### src/rtl/mem_stage_pkg.sv
// Shared types and helpers for the memory-stage controller.
package mem_stage_pkg;

    typedef enum logic [1:0] {IDLE, REQ, WAIT, DONE} memState_t;

    typedef enum logic {RD, WR} access_t;

    // Mask of the byte-offset bits that must be zero for a word-aligned access.
    function automatic int unsigned alignMask(input int unsigned dataW);
        return (dataW / 8) - 1;
    endfunction

endpackage

### src/rtl/mem_perf_counters.sv
// Two saturating event counters for memory accesses and cache hits.
module mem_perf_counters #(
    parameter int CNT_W = 16
) (
    input  logic             clk,
    input  logic             rst,
    input  logic             i_accessInc,
    input  logic             i_hitInc,
    output logic [CNT_W-1:0] o_accessCount,
    output logic [CNT_W-1:0] o_hitCount
);

    logic [CNT_W-1:0] r_accessCount;
    logic [CNT_W-1:0] r_hitCount;

    // Counters stick at all-ones rather than wrapping.
    always_ff @(posedge clk) begin
        if (!rst) begin
            r_accessCount <= '0;
            r_hitCount    <= '0;
        end else begin
            if (i_accessInc && (r_accessCount != '1)) r_accessCount <= r_accessCount + 1'b1;
            if (i_hitInc && (r_hitCount != '1))       r_hitCount    <= r_hitCount + 1'b1;
        end
    end

    assign o_accessCount = r_accessCount;
    assign o_hitCount    = r_hitCount;

endmodule

### src/rtl/mem_stage_ctrl.sv
// MEM-stage handshake controller for a multi-cycle, stall-capable data memory.
// Optional access/hit counters are built when MEM_PERF_CNT_EN is defined.
module mem_stage_ctrl
    import mem_stage_pkg::*;
#(
    parameter int DATA_W   = 16,
    parameter int ADDR_W   = 16,
    parameter int MAX_WAIT = 64,
    parameter int CNT_W    = 16
) (
    input  logic              clk,
    input  logic              rst,
    input  logic [ADDR_W-1:0] aluOutput,
    input  logic [DATA_W-1:0] writeData,
    input  logic              memRead,
    input  logic              memWrite,
    input  logic              dump,
    output logic [DATA_W-1:0] readData,
    output logic              dataMemoryStallOut,
    output logic              memErr,
    output logic [ADDR_W-1:0] memAddr,
    output logic [DATA_W-1:0] memDataIn,
    output logic              memRd,
    output logic              memWr,
    output logic              memDump,
    input  logic              memStall,
    input  logic              memDone,
    input  logic              memCacheHit,
    input  logic              memErrIn,
    input  logic [DATA_W-1:0] memDataOut,
    output logic [CNT_W-1:0]  accessCount,
    output logic [CNT_W-1:0]  hitCount
);

    localparam logic [ADDR_W-1:0] ALIGN_MASK = ADDR_W'(alignMask(DATA_W));
    localparam int                WCNT_W     = $clog2(MAX_WAIT) + 1;
    localparam logic [WCNT_W-1:0] WAIT_LAST  = WCNT_W'(MAX_WAIT - 1);

    memState_t         r_state;
    memState_t         w_nextState;
    access_t           r_type;
    logic [ADDR_W-1:0] r_addr;
    logic [DATA_W-1:0] r_wdata;
    logic [DATA_W-1:0] r_readData;
    logic              r_memErr;
    logic [WCNT_W-1:0] r_waitCnt;

    logic w_validReq;
    logic w_aligned;
    logic w_badReq;
    logic w_accept;
    logic w_timeout;

    assign w_validReq = memRead ^ memWrite;
    assign w_aligned  = (aluOutput & ALIGN_MASK) == '0;
    assign w_badReq   = (memRead & memWrite) | (w_validReq & ~w_aligned);
    assign w_accept   = (r_state == REQ) && !memStall;
    assign w_timeout  = (r_state == WAIT) && !memDone && (r_waitCnt == WAIT_LAST);

    always_comb begin
        w_nextState        = r_state;
        dataMemoryStallOut = 1'b0;
        memRd              = 1'b0;
        memWr              = 1'b0;
        case (r_state)
            IDLE: begin
                dataMemoryStallOut = w_validReq && w_aligned;
                if (w_validReq && w_aligned) w_nextState = REQ;
            end
            REQ: begin
                dataMemoryStallOut = 1'b1;
                memRd              = (r_type == RD);
                memWr              = (r_type == WR);
                if (w_accept) w_nextState = WAIT;
            end
            WAIT: begin
                dataMemoryStallOut = 1'b1;
                if (memDone || w_timeout) w_nextState = DONE;
            end
            DONE:    w_nextState = IDLE;
            default: w_nextState = IDLE;
        endcase
    end

    // memDone takes priority over the timeout when both land on the same cycle.
    always_ff @(posedge clk) begin
        if (!rst) begin
            r_state    <= IDLE;
            r_type     <= RD;
            r_addr     <= '0;
            r_wdata    <= '0;
            r_readData <= '0;
            r_memErr   <= 1'b0;
            r_waitCnt  <= '0;
        end else begin
            r_state  <= w_nextState;
            r_memErr <= 1'b0;
            case (r_state)
                IDLE: begin
                    if (w_badReq) begin
                        r_memErr <= 1'b1;
                    end else if (w_validReq) begin
                        r_addr  <= aluOutput;
                        r_wdata <= writeData;
                        r_type  <= memWrite ? WR : RD;
                    end
                end
                REQ: if (w_accept) r_waitCnt <= '0;
                WAIT: begin
                    r_waitCnt <= r_waitCnt + 1'b1;
                    if (memDone) begin
                        if (r_type == RD) r_readData <= memDataOut;
                        r_memErr <= memErrIn;
                    end else if (w_timeout) begin
                        r_memErr   <= 1'b1;
                        r_readData <= '0;
                    end
                end
                default: ;
            endcase
        end
    end

    assign readData  = r_readData;
    assign memErr    = r_memErr;
    assign memAddr   = r_addr;
    assign memDataIn = r_wdata;
    assign memDump   = dump;

`ifdef MEM_PERF_CNT_EN
    logic w_memHit;
    assign w_memHit = (r_state == WAIT) && memDone && memCacheHit;

    mem_perf_counters #(
        .CNT_W(CNT_W)
    ) u_perf (
        .clk          (clk),
        .rst          (rst),
        .i_accessInc  (w_accept),
        .i_hitInc     (w_memHit),
        .o_accessCount(accessCount),
        .o_hitCount   (hitCount)
    );
`else
    logic w_unusedHit;
    assign w_unusedHit = memCacheHit;
    assign accessCount = '0;
    assign hitCount    = '0;
`endif

endmodule
### config.mk
export PLATFORM = sky130hd
export DESIGN_NAME = mem_stage_ctrl
export DESIGN_NICKNAME = d
export VERILOG_FILES = /design/src/rtl/mem_stage_pkg.sv /design/src/rtl/mem_perf_counters.sv /design/src/rtl/mem_stage_ctrl.sv
export SDC_FILE = /design/constraint.sdc
export NUM_CORES = 1
export LEC_CHECK = 0
export CAP_MARGIN = 0
export CORE_MARGIN = 5
export CORE_UTILIZATION = 32
export DETAILED_ROUTE_END_ITERATION = 6
export PLACE_DENSITY = 0.66
export SYNTH_ARGS = -nofsm -noshare
export SYNTH_HDL_FRONTEND = slang
export SYNTH_SLANG_ARGS = --single-unit
### constraint.sdc
create_clock -name clk -period 2.6 [get_ports clk]
set_input_delay 0.26 -clock clk [delete_from_list [all_inputs] [get_ports clk]]
set_output_delay 0.26 -clock clk [all_outputs]
set_load 0.01 [all_outputs]
==> flow_metrics.env, run 1 <==
export IMPL_status="finished, final reports clean"
export IMPL_hold_viol_final=0
export IMPL_post_drt_wl_per_cell_um=12.85
export IMPL_die_x_um=104.3
export IMPL_clock_sinks=59
export IMPL_worst_slew_pin_slew_ps=722.5
export IMPL_clk_latency_ps=330
export IMPL_worstSetupPathType="input port to primary output"
export IMPL_drtIter0Drc=32
export IMPL_final_util=0.4651
export IMPL_syn_area_per_cell_um2=8.414
export IMPL_synthArstFlopShare=0
export IMPL_cp_end_kind="primary output"
export IMPL_num_nets_final=501
export IMPL_drive_gt1_frac=0.05869
export IMPL_grt_pass1_vias=2344
export IMPL_cts_buffer_depth=2
export IMPL_pwr_share_seq=0.381
export IMPL_internal_power_uw=1951
export IMPL_wl_um=7082
export IMPL_cap_violations=0
export IMPL_clkSlewWorstSetupHoldPaths_ps=70
export IMPL_ant_nets=0
export IMPL_leakagePower_uw=0.001531
export IMPL_synth_warnings=0
export IMPL_startpoint_type="input port"
export IMPL_hold_class="input port to flop"
export IMPL_dieArea_mm2=0.01087
export IMPL_n_antenna_cell=0
export IMPL_final_setup_skew_ps=10.46
export IMPL_ys_types=31
export IMPL_grt_pass1_wl_um=11320
export IMPL_port_buffers=106
export IMPL_hold_buffers=0
export IMPL_synth_edf_count=0
export IMPL_track_usage=0.1243
export IMPL_timing_fmax_mhz=469.7
export IMPL_syn_to_final_growth_pct=41.93
export IMPL_cts_resized=0
export IMPL_mostFrequentLayoutCells="clkdlybuf4s50_1, nand2_1, dfxtp_1"
export IMPL_ir_drop_v=0.0004121
export IMPL_syn_area_mm2=0.002844
export IMPL_dp_cells=535
export IMPL_core_area_mm2=0.008678
export IMPL_fin_crit_ps=2129
export IMPL_synth_ff_type="dfxtp_1"
export IMPL_swShare=0.3163
export IMPL_fin_crit_sh=0.8188
export IMPL_gr_total_overflow=0
export IMPL_p_sw_uw=902.5
export IMPL_placed_area_mm2=0.003842
export IMPL_setup_tns_ps=0
export IMPL_stdcell_count=551
export IMPL_routabilityCongestion=0.7771
export IMPL_die_h_um=104.3
export IMPL_via_count=2452
export IMPL_dr_pass1_iters=4
export IMPL_rsz0062_at_grt="no"
export IMPL_cp_required_ps=2340
export IMPL_ys_seq_area_frac=0.4153
export IMPL_stdcell_area_mm2=0.004036
export IMPL_grt_max_degree=33
export IMPL_drcViolationCount=0
export IMPL_cp_arrival_ps=1870
export IMPL_ioPinCount=142
export IMPL_slew_headroom=0.5184
export IMPL_p_total_uw=2854
export IMPL_layout_cells_most_common="clkdlybuf4s50_1"
export IMPL_grt_antenna_before_repair=0
export IMPL_combPwrFrac=0.329
export IMPL_p_per_area_mw_per_mm2=707.0
export IMPL_viasPerCell=4.450
export IMPL_p_clk_frac=0.290
export IMPL_cts_tree="done"
export IMPL_min_path_cells=2
export IMPL_slew_violations=0
export IMPL_worstRegToRegCells=6
export IMPL_setup_violations=0
export IMPL_crit_fanout=3
export IMPL_start_util=0.3277
export IMPL_cts_htree_levels=3
export IMPL_cts_made_buffers=9
export IMPL_ys_ff_latch=59
export IMPL_rows=34
export IMPL_post_cts_setup_buffers=0
export IMPL_clock_root_buffer="clkbuf_8"
export IMPL_dp_final_hpwl_um=5153
export IMPL_synthCells=338
cell type report:
cell class	count	area, µm²
fill	882	4642
tap	108	135.1
sequential	59	1181
inverter	5	18.77
multi-input combinational	252	1389
timing repair buffer	111	1119
clock inverter	5	52.55
clock buffer	11	141.4
routing by layer:
metal / part of all wire / routed length [µm] / track usage
met5: 0 / 0 / 0
met4: 0.0099 / 70 / 0.04718
met3: 0.077 / 548 / 0.04221
met2: 0.47 / 3325 / 0.2027
met1: 0.44 / 3138 / 0.1503
metrics by stage:
step / hold WS (ps) / setup WS [ps]
global placement: 441.8 / 452.0
detailed placement: 444.9 / 474.7
floorplan: 394.8 / 1141
finish: 393.2 / 471.1
global route: 417.6 / 378.9
CTS: 385.0 / 454.1
critical path: stages:
cell and delay [ps]:
clkdlybuf4s50_1 430, ha_1 320, nand3b_1 130, a21oi_1 180, clkdlybuf4s50_1 560
sequential cells by signal (all words and copies together), names as in the netlist:
signal,count
memAddr,16
r_waitCnt,7
memDataIn,16
readData,16
r_state,2
memErr,1
r_type,1
worst paths after layout:
check                      from                 end  slack (ps)
setup / recovery       memWrite  dataMemoryStallOut         470
hold / removal              rst          r_state[0]         390
setup reg to reg     r_state[0]         readData[2]         770
hold reg to reg   memDataIn[14]       memDataIn[14]         450
kinds of logic (layout without fill, tap and decap cells):
logic type | count (synthesis) | after routing | share of synthesized area
AO/OA/AOI/OAI | 78 | 78 | 0.1997
AND/OR/NAND/NOR | 130 | 130 | 0.2011
other | 1 | 32 | 0.001319
flip-flops | 59 | 59 | 0.4153
XOR/XNOR | 5 | 5 | 0.01540
adder cells (fa/ha/maj) | 6 | 6 | 0.02640
buffers and inverters | 58 | 132 | 0.1373
multiplexers | 1 | 1 | 0.003520
cell usage after synthesis (2+ instances only):
library cell	n	area share
and3_1	2	0.0044
a21boi_1	13	0.034
buf_4	34	0.090
xor2_1	4	0.012
dfxtp_1	59	0.42
nor2_1	7	0.0092
ha_1	6	0.026
a31oi_1	17	0.037
a21oi_1	3	0.0053
nor2b_1	21	0.046
nand4_1	3	0.0066
buf_2	6	0.011
inv_1	5	0.0066
a21boi_0	37	0.098
clkbuf_1	8	0.011
buf_6	5	0.020
nand2_1	92	0.12
o21ai_0	3	0.0053
power groups by stage:
stage / Clock [µW] / Sequential, µW / Combinational [µW]
floorplan: 0 / 1140 / 547
detailed placement: 0 / 1110 / 950
global route: 892 / 1100 / 1040
global placement: 0 / 1100 / 937
CTS: 854 / 1090 / 958
finish: 827 / 1090 / 939
No activity file was read; power rests on OpenSTA's default activity.
==> run 2, diff against run 1 <==
- clock period: 2.6 -> 2.2 ns (I/O delays scaled with it)
==> run 2 against run 1 <==
Clock power increased by 1%. Critical path depth is 1 lower. Worst hold slack worse by 84 ps. Sequential share of layout area up 0.10 points. Global-route usage increased by 0.71 points. Flip-flop and latch count stayed put. Die area did not move. Via count increased by 0.24%. Routed wire length is 1.0% higher. First-iteration DRC count grew 97%. Combinational power up 18%.
==> flow_metrics.env, run 2 (synthesized netlist as in run 1, its figures left out) <==
export IMPL_status="finished, final reports clean"
export IMPL_die_x_um=104.3
export IMPL_cts_made_buffers=9
export IMPL_final_setup_skew_ps=4.684
export IMPL_ant_nets=0
export IMPL_ir_drop_v=0.0004864
export IMPL_grt_antenna_before_repair=0
export IMPL_dp_final_hpwl_um=5358
export IMPL_viasPerCell=4.437
export IMPL_core_area_mm2=0.008678
export IMPL_clock_sinks=59
export IMPL_cts_htree_levels=3
export IMPL_cp_required_ps=1980
export IMPL_n_antenna_cell=0
export IMPL_ioPinCount=142
export IMPL_dr_pass1_iters=4
export IMPL_grt_max_degree=29
export IMPL_setup_violations=0
export IMPL_start_util=0.3277
export IMPL_post_cts_setup_buffers=0
export IMPL_hold_viol_final=0
export IMPL_slew_violations=0
export IMPL_rows=34
export IMPL_clock_root_buffer="clkbuf_8"
export IMPL_die_h_um=104.3
export IMPL_via_count=2458
export IMPL_wl_um=7156
export IMPL_routabilityCongestion=0.7552
export IMPL_cp_end_kind="primary output"
export IMPL_grt_pass1_wl_um=11960
export IMPL_port_buffers=106
export IMPL_p_total_uw=3238
export IMPL_cts_buffer_depth=2
export IMPL_track_usage=0.1314
export IMPL_fin_crit_sh=0.8687
export IMPL_num_nets_final=505
export IMPL_post_drt_wl_per_cell_um=12.92
export IMPL_drtIter0Drc=63
export IMPL_gr_total_overflow=0
export IMPL_crit_fanout=4
export IMPL_cts_tree="done"
export IMPL_fin_crit_ps=1911
export IMPL_hold_buffers=0
export IMPL_drive_gt1_frac=0.06278
export IMPL_reg2reg_slack_ps=500
export IMPL_drcViolationCount=0
export IMPL_timing_fmax_mhz=523.2
export IMPL_cap_violations=0
export IMPL_cp_arrival_ps=1690
export IMPL_hold_class="input port to flop"
export IMPL_grt_pass1_vias=2475
export IMPL_dieArea_mm2=0.01087
export IMPL_setup_tns_ps=0
export IMPL_layout_cells_most_common="clkdlybuf4s50_1"
export IMPL_clk_latency_ps=330
export IMPL_syn_to_final_growth_pct=41.44
export IMPL_rsz0062_at_grt="no"
export IMPL_mostFrequentLayoutCells="clkdlybuf4s50_1, nand2_1, dfxtp_1"
export IMPL_clkSlewWorstSetupHoldPaths_ps=60
export IMPL_p_per_area_mw_per_mm2=805.1
export IMPL_worstSetupPathType="flop to primary output"
export IMPL_leakagePower_uw=0.001547
export IMPL_startpoint_type="flop"
==> run 2: area by class of cell <==
class	instances	area, µm²
clock inverters	3	15.01
repair buffers	115	1139
well taps	108	135.1
multi-input cells	252	1389
fillers	855	4656
flip-flops and latches	59	1181
clock buffers	12	145.1
inverters	5	18.77
==> run 2: routing by layer <==
| layer | up-vias | track usage | routed length [µm] |
|---|---|---|---|
| met2 | 83 | 0.2041 | 3190 |
| li1 | 1255 | - | - |
| met5 | - | 0 | 0 |
| met4 | 0 | 0.06568 | 204 |
| met1 | 1102 | 0.1636 | 3282 |
| met3 | 18 | 0.04035 | 479 |
==> run 2: path summary, 6_finish.rpt <==
path / endpoint / from / depth (start not counted)
min: r_state[0] / rst / 2
max: memRd / r_state[1] / 4
min reg2reg: memDataIn[14] / memDataIn[14] / 2
max reg2reg: memDataIn[3] / r_state[0] / 7
==> run 2: stage by stage <==
step	utilization	worst slack, ps	instance area, µm²	instances	hold WS [ps]
2_1_floorplan	-	741.3	2960	369	354.8
3_5_place_dp	0.4448	155.9	3860	539	440.1
4_1_cts	0.4632	90.50	4020	554	303.9
3_3_place_gp	0.4448	137.6	3860	539	440.1
5_1_grt	0.4635	181.5	4023	554	331.0
6_report	0.4635	288.8	4023	554	309.1
==> run 2: what timing repair did <==
| action | CTS | global route |
|---|---|---|
| hold endpoints to repair | 0 | 0 |
| resized for setup | 0 | 1 |
| endpoints found under the setup margin | 0 | 1 |
==> run 2: critical path, stage by stage, from the launching register on <==
cell,delay (ps)
dfxtp_1,340
inv_1,80
ha_1,230
nor2b_1,170
clkdlybuf4s50_1,550
==> run 2: power by group <==
part | internal [µW] | switching (µW) | leakage, µW
Combinational | 554 | 560 | 0.000982
Sequential | 1200 | 84.4 | 0.000479
Clock | 428 | 408 | 0.0000860
==> run 3, diff against run 2 <==
- TNS_END_PERCENT: unset -> 30
==> results of run 3 <==
No change in the layout: final DEF, timing and power equal those of run 2.
